**src/rtl/uart_pkg.sv**
```systemverilog
// ---------------------------------------------------------------------------
// uart_pkg
// Shared definitions for the UART receiver and transmitter:
//   - default frame constants (data bits per frame, clocks per serial bit)
//   - 2-bit receiver FSM state encoding
//   - uart_width(): bit width needed to count 0 .. n-1 (never less than 1)
// ---------------------------------------------------------------------------
package uart_pkg;

  localparam int UART_DATA_WIDTH   = 8;
  localparam int UART_CLKS_PER_BIT = 16;

  localparam logic [1:0] ST_IDLE  = 2'd0;
  localparam logic [1:0] ST_START = 2'd1;
  localparam logic [1:0] ST_DATA  = 2'd2;
  localparam logic [1:0] ST_STOP  = 2'd3;

  typedef enum logic [1:0] {
    IDLE  = ST_IDLE,
    START = ST_START,
    DATA  = ST_DATA,
    STOP  = ST_STOP
  } uart_state_e;

  function automatic int uart_width(input int n);
    return (n > 1) ? $clog2(n) : 1;
  endfunction

endpackage

```
**src/rtl/sync_2ff.sv**
```systemverilog
// ---------------------------------------------------------------------------
// sync_2ff
// Two-flop synchronizer for a single asynchronous input. Both flops reset to
// 1 so that an idle-high serial line does not produce a false falling edge
// when reset is released.
// Ports:
//   clk    in  system clock
//   reset  in  synchronous active-high reset
//   d_i    in  asynchronous input
//   q_o    out synchronized output
// ---------------------------------------------------------------------------
module sync_2ff (
  input  logic clk,
  input  logic reset,
  input  logic d_i,
  output logic q_o
);

  logic meta_q;
  logic sync_q;

  always_ff @(posedge clk) begin
    if (reset) begin
      meta_q <= 1'b1;
      sync_q <= 1'b1;
    end else begin
      meta_q <= d_i;
      sync_q <= meta_q;
    end
  end

  assign q_o = sync_q;

endmodule

```
**src/rtl/uart_receiver.sv**
```systemverilog
// ---------------------------------------------------------------------------
// uart_receiver
// 8N1-style UART receiver (1 start, DATA_WIDTH data bits LSB first, 1 stop,
// no parity). The line is synchronized, a falling edge in IDLE starts a
// frame, the start bit is re-checked at mid-bit, and each following bit is
// sampled once per bit period at that same mid-bit phase.
// Ports:
//   clk        in  system clock, rising edge
//   reset      in  synchronous active-high reset
//   i_RX       in  asynchronous serial line, idle high
//   o_DATA     out last correctly framed word (registered)
//   rx_done    out one-cycle pulse when o_DATA is updated
//   frame_err  out one-cycle pulse when the stop bit is sampled low
//   rx_busy    out high whenever the FSM is not IDLE
// ---------------------------------------------------------------------------
module uart_receiver
  import uart_pkg::*;
#(
  parameter int DATA_WIDTH   = UART_DATA_WIDTH,
  parameter int CLKS_PER_BIT = UART_CLKS_PER_BIT
) (
  input  logic                  clk,
  input  logic                  reset,
  input  logic                  i_RX,
  output logic [DATA_WIDTH-1:0] o_DATA,
  output logic                  rx_done,
  output logic                  frame_err,
  output logic                  rx_busy
);

  localparam int CNT_W = uart_width(CLKS_PER_BIT);
  localparam int BIT_W = uart_width(DATA_WIDTH);

  localparam logic [CNT_W-1:0] CNT_HALF = CNT_W'(CLKS_PER_BIT / 2 - 1);
  localparam logic [CNT_W-1:0] CNT_LAST = CNT_W'(CLKS_PER_BIT - 1);
  localparam logic [BIT_W-1:0] BIT_LAST = BIT_W'(DATA_WIDTH - 1);

  logic                  rx_s;
  logic                  rx_prev_q;

  uart_state_e           state_q, state_d;
  logic [CNT_W-1:0]      cnt_q, cnt_d;
  logic [BIT_W-1:0]      bit_q, bit_d;
  logic [DATA_WIDTH-1:0] shreg_q, shreg_d;
  logic [DATA_WIDTH-1:0] data_q, data_d;
  logic                  done_q, done_d;
  logic                  ferr_q, ferr_d;

  sync_2ff u_sync (
    .clk   (clk),
    .reset (reset),
    .d_i   (i_RX),
    .q_o   (rx_s)
  );

  always_ff @(posedge clk) begin
    if (reset) begin
      state_q   <= IDLE;
      cnt_q     <= '0;
      bit_q     <= '0;
      shreg_q   <= '0;
      data_q    <= '0;
      done_q    <= 1'b0;
      ferr_q    <= 1'b0;
      rx_prev_q <= 1'b1;
    end else begin
      state_q   <= state_d;
      cnt_q     <= cnt_d;
      bit_q     <= bit_d;
      shreg_q   <= shreg_d;
      data_q    <= data_d;
      done_q    <= done_d;
      ferr_q    <= ferr_d;
      rx_prev_q <= rx_s;
    end
  end

  always_comb begin
    state_d = state_q;
    cnt_d   = cnt_q;
    bit_d   = bit_q;
    shreg_d = shreg_q;
    data_d  = data_q;
    done_d  = 1'b0;
    ferr_d  = 1'b0;

    unique case (state_q)
      IDLE: begin
        // Edge-triggered start: a line that is already low when we come
        // back to IDLE (bad stop bit, break) must not begin a new frame.
        if (rx_prev_q && !rx_s) begin
          state_d = START;
          cnt_d   = '0;
        end
      end

      START: begin
        if (cnt_q == CNT_HALF) begin
          cnt_d = '0;
          if (!rx_s) begin
            state_d = DATA;
            bit_d   = '0;
          end else begin
            // Line went back high before mid-bit: treat as a glitch.
            state_d = IDLE;
          end
        end else begin
          cnt_d = cnt_q + CNT_W'(1);
        end
      end

      DATA: begin
        if (cnt_q == CNT_LAST) begin
          cnt_d   = '0;
          // LSB arrives first, so shifting right leaves it at bit 0.
          shreg_d = {rx_s, shreg_q[DATA_WIDTH-1:1]};
          if (bit_q == BIT_LAST) begin
            state_d = STOP;
            bit_d   = '0;
          end else begin
            bit_d = bit_q + BIT_W'(1);
          end
        end else begin
          cnt_d = cnt_q + CNT_W'(1);
        end
      end

      STOP: begin
        if (cnt_q == CNT_LAST) begin
          cnt_d   = '0;
          state_d = IDLE;
          if (rx_s) begin
            data_d = shreg_q;
            done_d = 1'b1;
          end else begin
            ferr_d = 1'b1;
          end
        end else begin
          cnt_d = cnt_q + CNT_W'(1);
        end
      end

      default: state_d = IDLE;
    endcase
  end

  assign o_DATA    = data_q;
  assign rx_done   = done_q;
  assign frame_err = ferr_q;
  assign rx_busy   = (state_q != IDLE);

endmodule

```
**config.mk**
```make
export PLATFORM = sky130hd
export DESIGN_NAME = uart_receiver
export DESIGN_NICKNAME = d
export VERILOG_FILES = /design/src/rtl/uart_pkg.sv /design/src/rtl/sync_2ff.sv /design/src/rtl/uart_receiver.sv
export SDC_FILE = /design/constraint.sdc
export NUM_CORES = 1
export LEC_CHECK = 0
export ABC_AREA = 1
export CORE_MARGIN = 2
export CORE_UTILIZATION = 58
export CTS_CLUSTER_SIZE = 28
export DETAILED_ROUTE_END_ITERATION = 7
export GPL_TIMING_DRIVEN = 1
export PLACE_DENSITY = 0.91
export SLEW_MARGIN = 20
export SYNTH_ARGS = -nofsm -noshare
export SYNTH_HDL_FRONTEND = slang
export SYNTH_SLANG_ARGS = --single-unit
```
**constraint.sdc**
```tcl
create_clock -name clk -period 3.2 [get_ports clk]
set_input_delay 0.64 -clock clk [delete_from_list [all_inputs] [get_ports clk]]
set_output_delay 0.64 -clock clk [all_outputs]
set_load 0.02 [all_outputs]
```
Word-level counts from Yosys, hierarchy flattened
Cells that the tools add are included.

Register bits after elaboration: 30. Input port bits: 3. Output and inout bits: 11.

Add/subtract/negate cells: 2. Eq/ne operators: 12. Mux-type cells: 18. Bitwise operators: 2. Reductions and logical operators: 11.

Operators by type and width (count): two-way mux 2 bit (6); two-way mux 3 bit (4); two-way mux 4 bit (3); inequality test 2 bit (second input constant) (6); one-hot mux 4 bit (3 select lines) (1); one-hot mux 2 bit (4 select lines) (1); one-hot mux 3 bit (2 select lines) (1); AND reduction 5 bit (1); adder 4 x 1 -> 4 bit (second input constant) (1); equality test 2 bit (second input constant) (2); equality test 4 x 3 -> 1 bit (second input constant) (1); equality test 4 bit (second input constant) (1); AND reduction 4 bit (1); nonzero test 2 bit (2); adder 3 x 1 -> 3 bit (second input constant) (1); equality test 3 bit (second input constant) (1); AND reduction 3 bit (1); OR reduction 3 bit (1); equality test 2 x 1 -> 1 bit (second input constant) (1); zero test 2 bit (1); two-way mux 1 bit (2); NOT 1 bit (2); AND reduction 2 bit (1); OR reduction 2 bit (1); other kinds (2) (2).

Logic depth before layout (Yosys ltp)
Gate-level depths: netlist (run 1).

Word-level depth: 4. Mapped depth: 9. Mapped depth without buffers: 9.

Modules after synthesis
A second synthesis (run 1) with hierarchy kept.

Cell total of the unflattened synthesis: 167. Area total of the unflattened synthesis: 1280.0 um2.

By module, submodules not included: uart_receiver (instances 1, cells each 160, area an instance 1221.2 um2, sequential area each 560.5 um2); sync_2ff (instances 1, cells each 7, area an instance 58.8 um2, sequential area each 40.0 um2).

Worst setup path after synthesis (run 1)
Ideal clock, no wire load.

Path type: in2reg. Start: input port reset. End: register bit_q[1]. Arrival: 1208 ps. Data required time: 3071 ps. Path slack: 1864 ps. Stages on the path: 3. Path through: clkbuf_1 > clkbuf_1 > nor2_1.

RTL lines: from (decl) (RTL line uart_receiver.sv:23) `input logic reset,`; to (signal assigned) (RTL line uart_receiver.sv:69) `bit_q <= bit_d;`; to (decl) (RTL line uart_receiver.sv:43) `logic [BIT_W-1:0] bit_q, bit_d;`.

No word-level cell between the ends.

Worst setup path after layout (run 1)
Start: register state_q[0]. End: output port rx_busy.

Word-level cells in the longest chain between the ends: 1.

RTL lines: from (decl) (RTL line uart_receiver.sv:41) `uart_state_e state_q, state_d;`; from (signal assigned) (RTL line uart_receiver.sv:67) `state_q <= state_d;`; nonzero test 2 bit (RTL line uart_receiver.sv:150) `assign rx_busy = (state_q != IDLE);`; to (decl) (RTL line uart_receiver.sv:28) `output logic rx_busy`.

No other way between the ends.

==> run_results.csv, run 1 <==
group,metric,value,unit
outcome,status,"finished clean",
sta,hold_viol,0,
drt,drcViolationCount,0,
layout,design_area,1430,um^2
placement,pre_cts_ws,1020,ps
yosys,synth_most_common_cell,"nand2_1",
layout,fin_cells,206,
clocking,clockRootBuffer,"clkbuf_4",
clocking,cts_tree,"done",
sta,tightest_slew,590,ps
global_routing,antenna_found_initial,0,
clocking,cts_sinks,30,
yosys,yosysUniqueCellTypes,22,
die,die_area,2530,um^2
yosys,ys_ff_latch,30,
setup_path,crit_path_end_kind,"output pin",
drt,num_vias,1080,
setup_path,required,2560,ps
sta,maxClockFrequency,447,MHz
die,rows,16,
sta,slew_headroom,60.5,%
clocking,cts.htree.levels,2,
setup_path,path_class,"reg2out",
yosys,synth_common_cells,"nand2_1, dfxtp_1, nor2_1, inv_1",
setup_path,reg2reg_depth,6,
yosys,ys.flop_type,"dfxtp_1",
setup_path,crit_arrival,1600,ps
power_and_ir_drop,p_sw_share,25.3,%
global_routing,grt_pass1_wl,4.26,mm
flow_run,drv_cap,0,
sta,final-setup-viol-count,0,
sta,finalCriticalPeriod,2240,ps
yosys,ys_async_sr_fraction,0,%
setup_path,r2r_start,"cnt_q[0]",
clocking,postCtsHoldBufs,0,
yosys,synthDominantCellAreaShare,48.3,%
yosys,syn_area,1240,um^2
global_routing,grt_start_max_net_pins,18,
power_and_ir_drop,internal_power,504,uW
setup_path,crit_fanout,6,
drt,drtIter0Drc,22,
global_routing,grt_pass1_vias,1049,
clocking,post_cts_buffers,0,
power_and_ir_drop,p_seq_share,58.1,%
yosys,syn_nets,171,
clocking,cts_resized,0,
placement,post-dp-hpwl,1.74,mm
placement,place_area,1380,um^2
drt,viasPerCell,5.24,
yosys,avgSynthCellArea,7.54,um^2
power_and_ir_drop,ir_drop,0.442,mV
yosys,synth_cells,165,
drt,wl_per_cell,11.5,um
yosys,ys_warn_count,0,
hold_path,hp-class,"reg2reg",
power_and_ir_drop,comb_power_share,10.0,%
global_routing,grt_use_total,23.6,%
drt,drtAntennaViolNets,0,
power_and_ir_drop,leakage,0.615,nW
drt,first_pass_iters,4,
sta,final.setup.tns,0,ps
die,die_h,50.3,um
die,die_w,50.3,um
die,initial_core_util,62.1,%
layout,antennaDiodeCount,0,
sta,drv_slew,0,
layout,area_growth,15.3,%
drt,routed_wl,2.37,mm
placement,dp.cells,200,
yosys,yosysSeqAreaShare,48.3,%
setup_path,reg2reg_to,"shreg_q[4]",
setup_path,crit_path_end,"rx_busy",
placement,finalWeightedCongestion,0.853,
clocking,clock_latency,330,ps
sta,rsz0062_at_grt,"no",
sta,fin_crit_sh,69.9,%
clocking,clk_path_buf_depth,2,
layout,drive_above_1_share,9.50,%
yosys,synth-edff-count,0,
clocking,cts_buffers,5,
global_routing,overflow,0,
setup_path,rrSetupSlack,1570,ps
yosys,synth_top_area_cell,"dfxtp_1",
setup_path,startpoint_type,"flip-flop",
power_and_ir_drop,clockPowerShare,31.9,%
sta,fin_worst_skew,8.27,ps
power_and_ir_drop,p_switching,170,uW
setup_path,cp-startpoint,"state_q[0]",
clocking,clk_pin_slew_worst_paths,80,ps
power_and_ir_drop,total_power,674,uW
yosys,yosys-top-cells-area,"dfxtp_1, nand2_1, nor2_1",
placement,numPortBuffers,13,
power_and_ir_drop,powerDensity,470,nW/um^2
sta,fin_ws,963,ps
die,core,2000,um^2
die,pin_count,14,
layout,nNetsFinal,186,
==> cells in the final DEF (no fill, tap or decap), drive strengths merged <==
| cell | n |
|---|---|
| nor3 | 1 |
| nand2 | 39 |
| a21oi | 15 |
| dfxtp | 30 |
| or2 | 2 |
| clkbuf | 6 |
| nor2 | 26 |
| nand4 | 1 |
| ha | 3 |
| nand3 | 15 |
| inv | 16 |
| clkdlybuf4s50 | 13 |
| o21ai | 10 |
| nand3b | 1 |
| xor2 | 1 |
==> routing by layer <==
| layer | track usage, % | routed length [um] | up-vias |
|---|---|---|---|
| li1 | - | - | 553 |
| met1 | 23.4 | 974 | 489 |
| met2 | 39.7 | 1160 | 29 |
| met3 | 11.6 | 161 | 9 |
| met4 | 13.5 | 73 | 0 |
| met5 | 0 | 0 | - |
==> cell type report <==
type	count	area (um^2)
Clock buffer	6	51.3
Fill cell	168	568
Inverter	16	60.1
Multi-Input combinational cell	114	558
Sequential cell	30	601
Tap cell	27	33.8
Timing Repair Buffer	13	130
==> critical path: stages, from the launching register on <==
cell and delay, ps:
dfxtp_1 450, nor2_1 100, inv_1 100, clkdlybuf4s50_1 620
==> cell families (layout without fill, tap and decap cells) <==
family / after synthesis / in the layout / share of synthesized area (%)
flip-flops: 30 / 30 / 48.3
XOR/XNOR: 1 / 1 / 0.704
buffers and inverters: 21 / 35 / 6.84
adder cells (fa/ha/maj): 3 / 3 / 3.02
AND/OR/NAND/NOR: 85 / 85 / 30.8
AO/OA/AOI/OAI: 25 / 25 / 10.4
==> worst min-delay path by stage <==
stage,from,end,slack [ps],cells past startpoint
floorplan,u_sync.meta_q,u_sync.q_o,390,1
global placement,u_sync.meta_q,u_sync.q_o,390,1
detailed placement,u_sync.meta_q,u_sync.q_o,400,1
CTS,u_sync.meta_q,u_sync.q_o,420,1
global route,u_sync.meta_q,u_sync.q_o,460,1
finish,u_sync.meta_q,u_sync.q_o,410,1
==> per-stage QoR <==
stage	utilization, %	hold WS (ps)
2_1_floorplan	-	389
3_3_place_gp	69.1	395
3_5_place_dp	69.1	397
4_1_cts	71.6	416
5_1_grt	71.6	457
6_report	71.6	413
==> flip-flops by register name, summed over array words and instances, names as in the netlist, named ones only <==
register,cells
o_DATA,8
shreg_q,8
u_sync.meta_q,1
state_q,1
rx_done,1
frame_err,1
u_sync.q_o,1
rx_prev_q,1
bit_q,3
cnt_q,4
==> power by group through the flow <==
stage	combinational [mW]	sequential [mW]	clock, mW
6_report	0.0675	0.392	0.215
5_1_grt	0.0759	0.394	0.241
4_1_cts	0.0672	0.392	0.225
3_5_place_dp	0.0668	0.401	0
3_3_place_gp	0.0645	0.400	0
2_1_floorplan	0.0516	0.397	0
No activity file was read; power rests on OpenSTA's default activity.
==> inputs of run 2 (changes only) <==
- CORE_UTILIZATION: 58 -> 53
- PLACE_DENSITY: 0.91 -> 0.85
- clock period: 3.2 -> 2.1 ns (I/O delays scaled with it)
==> run 2 against run 1 <==
  * First-iteration DRC count did not move
  * Critical endpoint unchanged
  * Critical path depth is the same
  * Sequential share of layout area shrank 0.72 points
  * Critical path type unchanged
  * Worst hold slack improved by 18 ps
  * Final area is 2.2% higher
  * Global-route usage down 1.9 points
  * Largest power group unchanged
  * Sequential power increased by 53%
==> run_results.csv, run 2 (synthesis results as in run 1) <==
group,metric,value,unit
placement,numPortBuffers,13,
sta,maxClockFrequency,517,MHz
layout,nNetsFinal,188,
sta,final-setup-viol-count,0,
power_and_ir_drop,leakage,0.630,nW
die,initial_core_util,56.2,%
drt,wl_per_cell,11.9,um
layout,regArea,603,um^2
sta,finalCriticalPeriod,1930,ps
clocking,cts_sinks,30,
drt,viasPerCell,5.26,
sta,tightest_slew,403,ps
hold_path,worstHoldStart,"u_sync.meta_q",
setup_path,required,1680,ps
setup_path,path_class,"reg2out",
setup_path,r2r_start,"cnt_q[0]",
sta,fin_worst_skew,10.6,ps
drt,num_vias,1109,
setup_path,cp-startpoint,"state_q[0]",
layout,drive_above_1_share,12.6,%
drt,drtIter0Drc,22,
drt,routed_wl,2.52,mm
layout,fin_cells,211,
die,core,2210,um^2
sta,slew_headroom,73.1,%
setup_path,crit_arrival,1510,ps
setup_path,crit_fanout,6,
hold_path,hold_end,"u_sync.q_o",
sta,hold_viol,0,
clocking,cts_buffers,5,
drt,drcViolationCount,0,
global_routing,grt_start_max_net_pins,17,
die,pin_count,14,
die,die_area,2750,um^2
layout,layout_commonest_cell,"nand2_1",
clocking,cts.htree.levels,2,
sta,whs,431,ps
layout,area_growth,17.8,%
clocking,clockRootBuffer,"clkbuf_4",
power_and_ir_drop,total_power,1.07,mW
clocking,clk_pin_slew_worst_paths,100,ps
placement,post-dp-hpwl,1.72,mm
sta,final.setup.tns,0,ps
power_and_ir_drop,ir_drop,0.567,mV
global_routing,overflow,0,
drt,top_layer_used,"met4",
drt,wl_met1,1.06,mm
sta,drv_slew,0,
clocking,cts_tree,"done",
layout,multi_input_area,558,um^2
clocking,post_cts_buffers,0,
die,die_h,52.4,um
power_and_ir_drop,powerDensity,733,nW/um^2
flow_run,drv_cap,0,
setup_path,crit_path_end_kind,"output pin",
setup_path,startpoint_type,"flip-flop",
clocking,clock_latency,340,ps
global_routing,grt_pass1_wl,4.19,mm
hold_path,hp-class,"reg2reg",
hold_path,hold_depth,1,
layout,layout_common_cells,"nand2_1, dfxtp_1, nor2_1",
die,rows,17,
setup_path,rrSetupSlack,580,ps
placement,dp.cells,203,
drt,first_pass_iters,6,
setup_path,reg2reg_to,"o_DATA[2]",
setup_path,reg2reg_depth,6,
global_routing,antenna_found_initial,0,
drt,drtAntennaViolNets,0,
die,die_w,52.4,um
global_routing,grt_use_total,21.7,%
layout,antennaDiodeCount,0,
layout,fillers,189,
placement,finalWeightedCongestion,0.882,
drt,met2_length,1.24,mm
clocking,clk_path_buf_depth,2,
sta,rsz0062_at_grt,"no",
outcome,status,"finished clean",
global_routing,grt_pass1_vias,1024,
drt,met3_length,147,um
sta,fin_crit_sh,92.1,%
## run 2: stage by stage
step / util (%) / cell area (um^2) / worst slack [ps]
6_report: 66.2 / 1470 / 166
5_1_grt: 66.2 / 1470 / 70.8
4_1_cts: 66.1 / 1460 / 81.7
3_5_place_dp: 63.2 / 1400 / 471
2_1_floorplan: - / 1240 / 846
3_3_place_gp: 63.2 / 1400 / 519
## run 2: metal layers
metal  GRT usage (%)  up-vias
met5               0        -
met4            15.8        0
met3            5.43        6
met2            36.9       37
met1            23.0      507
li1                -      559
## run 2: critical path, cell delays in order (launching register included)
cell and delay, ps:
dfxtp_2 400, nor2_1 80, inv_1 90, clkdlybuf4s50_1 610
## run 2: layout make-up
type / count / area share, %
Clock buffer: 6 / 3.50
Clock inverter: 2 / 0.854
Inverter: 16 / 4.10
Multi-Input combinational cell: 114 / 38.1
Sequential cell: 30 / 41.2
Tap cell: 28 / 2.39
Timing Repair Buffer: 15 / 9.91
## run 2: how the worst max path moves through the flow
stage | to | cells after the start | slack, ps
3_5_place_dp | rx_busy | 3 | 470
3_3_place_gp | rx_busy | 3 | 520
6_report | rx_busy | 3 | 170
4_1_cts | rx_busy | 3 | 80
5_1_grt | rx_busy | 3 | 70
2_1_floorplan | o_DATA[3] | 6 | 850
## run 2: timing repair
action | 4_1_cts | 5_1_grt
resized for setup | 0 | 2
endpoints found under the setup margin | 0 | 1
hold buffers | 0 | 0
## run 2: power by group
part / internal (mW) / leakage, nW / switching [mW]
registers: 0.583 / 0.243 / 0.0154
logic: 0.0372 / 0.353 / 0.0722
clock network: 0.161 / 0.0343 / 0.206
total: 0.781 / 0.630 / 0.293
==> inputs of run 3 (changes only) <==
--- a/config.mk
+++ b/config.mk
@@ -14,2 +14,3 @@
 export PLACE_DENSITY = 0.85
+export SETUP_SLACK_MARGIN = 0.05
 export SLEW_MARGIN = 20
==> constraint.sdc (replaced) <==
create_clock -name clk -period 2.1 [get_ports clk]
set_input_delay 0.21 -clock clk [delete_from_list [all_inputs] [get_ports clk]]
set_output_delay 0.21 -clock clk [all_outputs]
set_load 0.02 [all_outputs]
==> run 3 against run 2 <==
  * Register-to-register slack lost 70 ps
  * Global-route usage shrank 0.83 points
  * Core utilization shrank 0.45 points
  * Total power shrank 0.62%
  * Largest power group unchanged
  * Highest routed layer unchanged
==> run_results.csv, run 3 (synthesis results as in run 1) <==
group,metric,value,unit
die,initial_core_util,56.2,%
sta,tightest_slew,349,ps
layout,area_growth,17.0,%
sta,final-setup-viol-count,0,
sta,final.setup.tns,0,ps
hold_path,hp-class,"reg2reg",
setup_path,crit_path_end_kind,"output pin",
setup_path,crit_chain,"nor2_1 -> inv_1 -> clkdlybuf4s50_1",
drt,viasPerCell,5.13,
power_and_ir_drop,ir_drop,0.538,mV
global_routing,overflow,0,
layout,nNetsFinal,187,
sta,hold_viol,0,
sta,finalCriticalPeriod,1810,ps
die,core,2210,um^2
global_routing,grt_pass1_wl,4.05,mm
global_routing,antenna_found_initial,0,
sta,rsz0062_at_grt,"no",
setup_path,rrSetupSlack,510,ps
sta,fin_worst_skew,13.0,ps
clocking,post_cts_buffers,0,
clocking,postCtsHoldBufs,0,
die,die_h,52.4,um
sta,drv_slew,0,
setup_path,reg2reg_depth,6,
outcome,status,"finished clean",
drt,routed_wl,2.32,mm
layout,fin_cells,210,
placement,finalWeightedCongestion,0.872,
drt,drtIter0Drc,25,
drt,num_vias,1077,
layout,fillers,188,
sta,fin_crit_sh,86.1,%
drt,wl_per_cell,11.0,um
setup_path,startpoint_type,"flip-flop",
hold_path,hold_depth,1,
die,die_area,2750,um^2
flow_run,drv_cap,0,
drt,drcViolationCount,0,
die,pin_count,14,
clocking,cts_sinks,30,
placement,post-dp-hpwl,1.70,mm
clocking,cts.htree.levels,2,
setup_path,crit_arrival,1600,ps
placement,dp.cells,202,
setup_path,max_stage_delay,610,ps
clocking,clock_latency,330,ps
clocking,clk_path_buf_depth,2,
clocking,clockRootBuffer,"clkbuf_4",
setup_path,required,1890,ps
clocking,clk_pin_slew_worst_paths,100,ps
placement,numPortBuffers,13,
setup_path,r2r_start,"cnt_q[0]",
layout,final_util,65.8,%
global_routing,grt_start_max_net_pins,17,
clocking,cts_tree,"done",
setup_path,crit_slowest_cell,"clkdlybuf4s50_1",
sta,maxClockFrequency,553,MHz
die,rows,17,
sta,whs,419,ps
global_routing,grt_pass1_vias,964,
hold_path,hold_end,"u_sync.q_o",
sta,slew_headroom,76.7,%
layout,drive_above_1_share,11.0,%
power_and_ir_drop,total_power,1.07,mW
setup_path,path_class,"reg2out",
layout,antennaDiodeCount,0,
drt,drtAntennaViolNets,0,
clocking,cts_resized,0,
drt,first_pass_iters,4,
setup_path,reg2reg_to,"shreg_q[3]",
hold_path,worstHoldStart,"u_sync.meta_q",
layout,layout_common_cells,"nand2_1, dfxtp_1, nor2_1",
power_and_ir_drop,powerDensity,733,nW/um^2
die,die_w,52.4,um
layout,layout_commonest_cell,"nand2_1",
power_and_ir_drop,leakage,0.624,nW
clocking,cts_buffers,5,
setup_path,crit_fanout,6,
global_routing,grt_use_total,20.9,%
## run 3: worst max-delay path: cells and delay by family (launching register included)
family                 cells  cell delay, ps
and+or+nand+nor            1             100
DFF                        1             470
buffers and inverters      2             700
## run 3: final cells by class
cell class              count  area (um^2)  area share [%]
well taps                  28         35.0            2.41
clock inverters             2         12.5           0.860
repair buffers             14          138            9.46
multi-input cells         114          558            38.3
clock buffers               6         51.3            3.53
inverters                  16         60.1            4.13
flip-flops and latches     30          601            41.3
## run 3: worst max-delay path by stage
stage	start	endpoint	slack, ps	cells past startpoint
6_report	state_q[0]	rx_busy	290	3
5_1_grt	flip-flop	rx_busy	190	3
4_1_cts	flip-flop	rx_busy	290	3
3_5_place_dp	cnt_q[0]	shreg_q[3]	520	6
3_3_place_gp	cnt_q[0]	shreg_q[0]	620	6
2_1_floorplan	cnt_q[0]	o_DATA[3]	850	6
## run 3: power by group
group          switching [mW]  total, mW  internal (mW)  leakage, nW
combinational          0.0664      0.104         0.0372        0.347
clock                   0.205      0.366          0.161       0.0343
sequential             0.0160      0.598          0.582        0.243
total                   0.288       1.07          0.780        0.624
## run 3: metal layers
metal	vias up	track usage, %	share of wire [%]
li1	559	-	-
met3	5	8.57	5.2
met2	21	34.8	50
met4	0	10.7	1.8
met1	492	22.5	43
met5	-	0	0
## run 3: per-stage QoR
| stage | setup slack, ps | area, um^2 |
|---|---|---|
| finish | 292 | 1460 |
| global route | 189 | 1460 |
| floorplan | 846 | 1240 |
| global placement | 616 | 1390 |
| CTS | 289 | 1460 |
| detailed placement | 525 | 1390 |
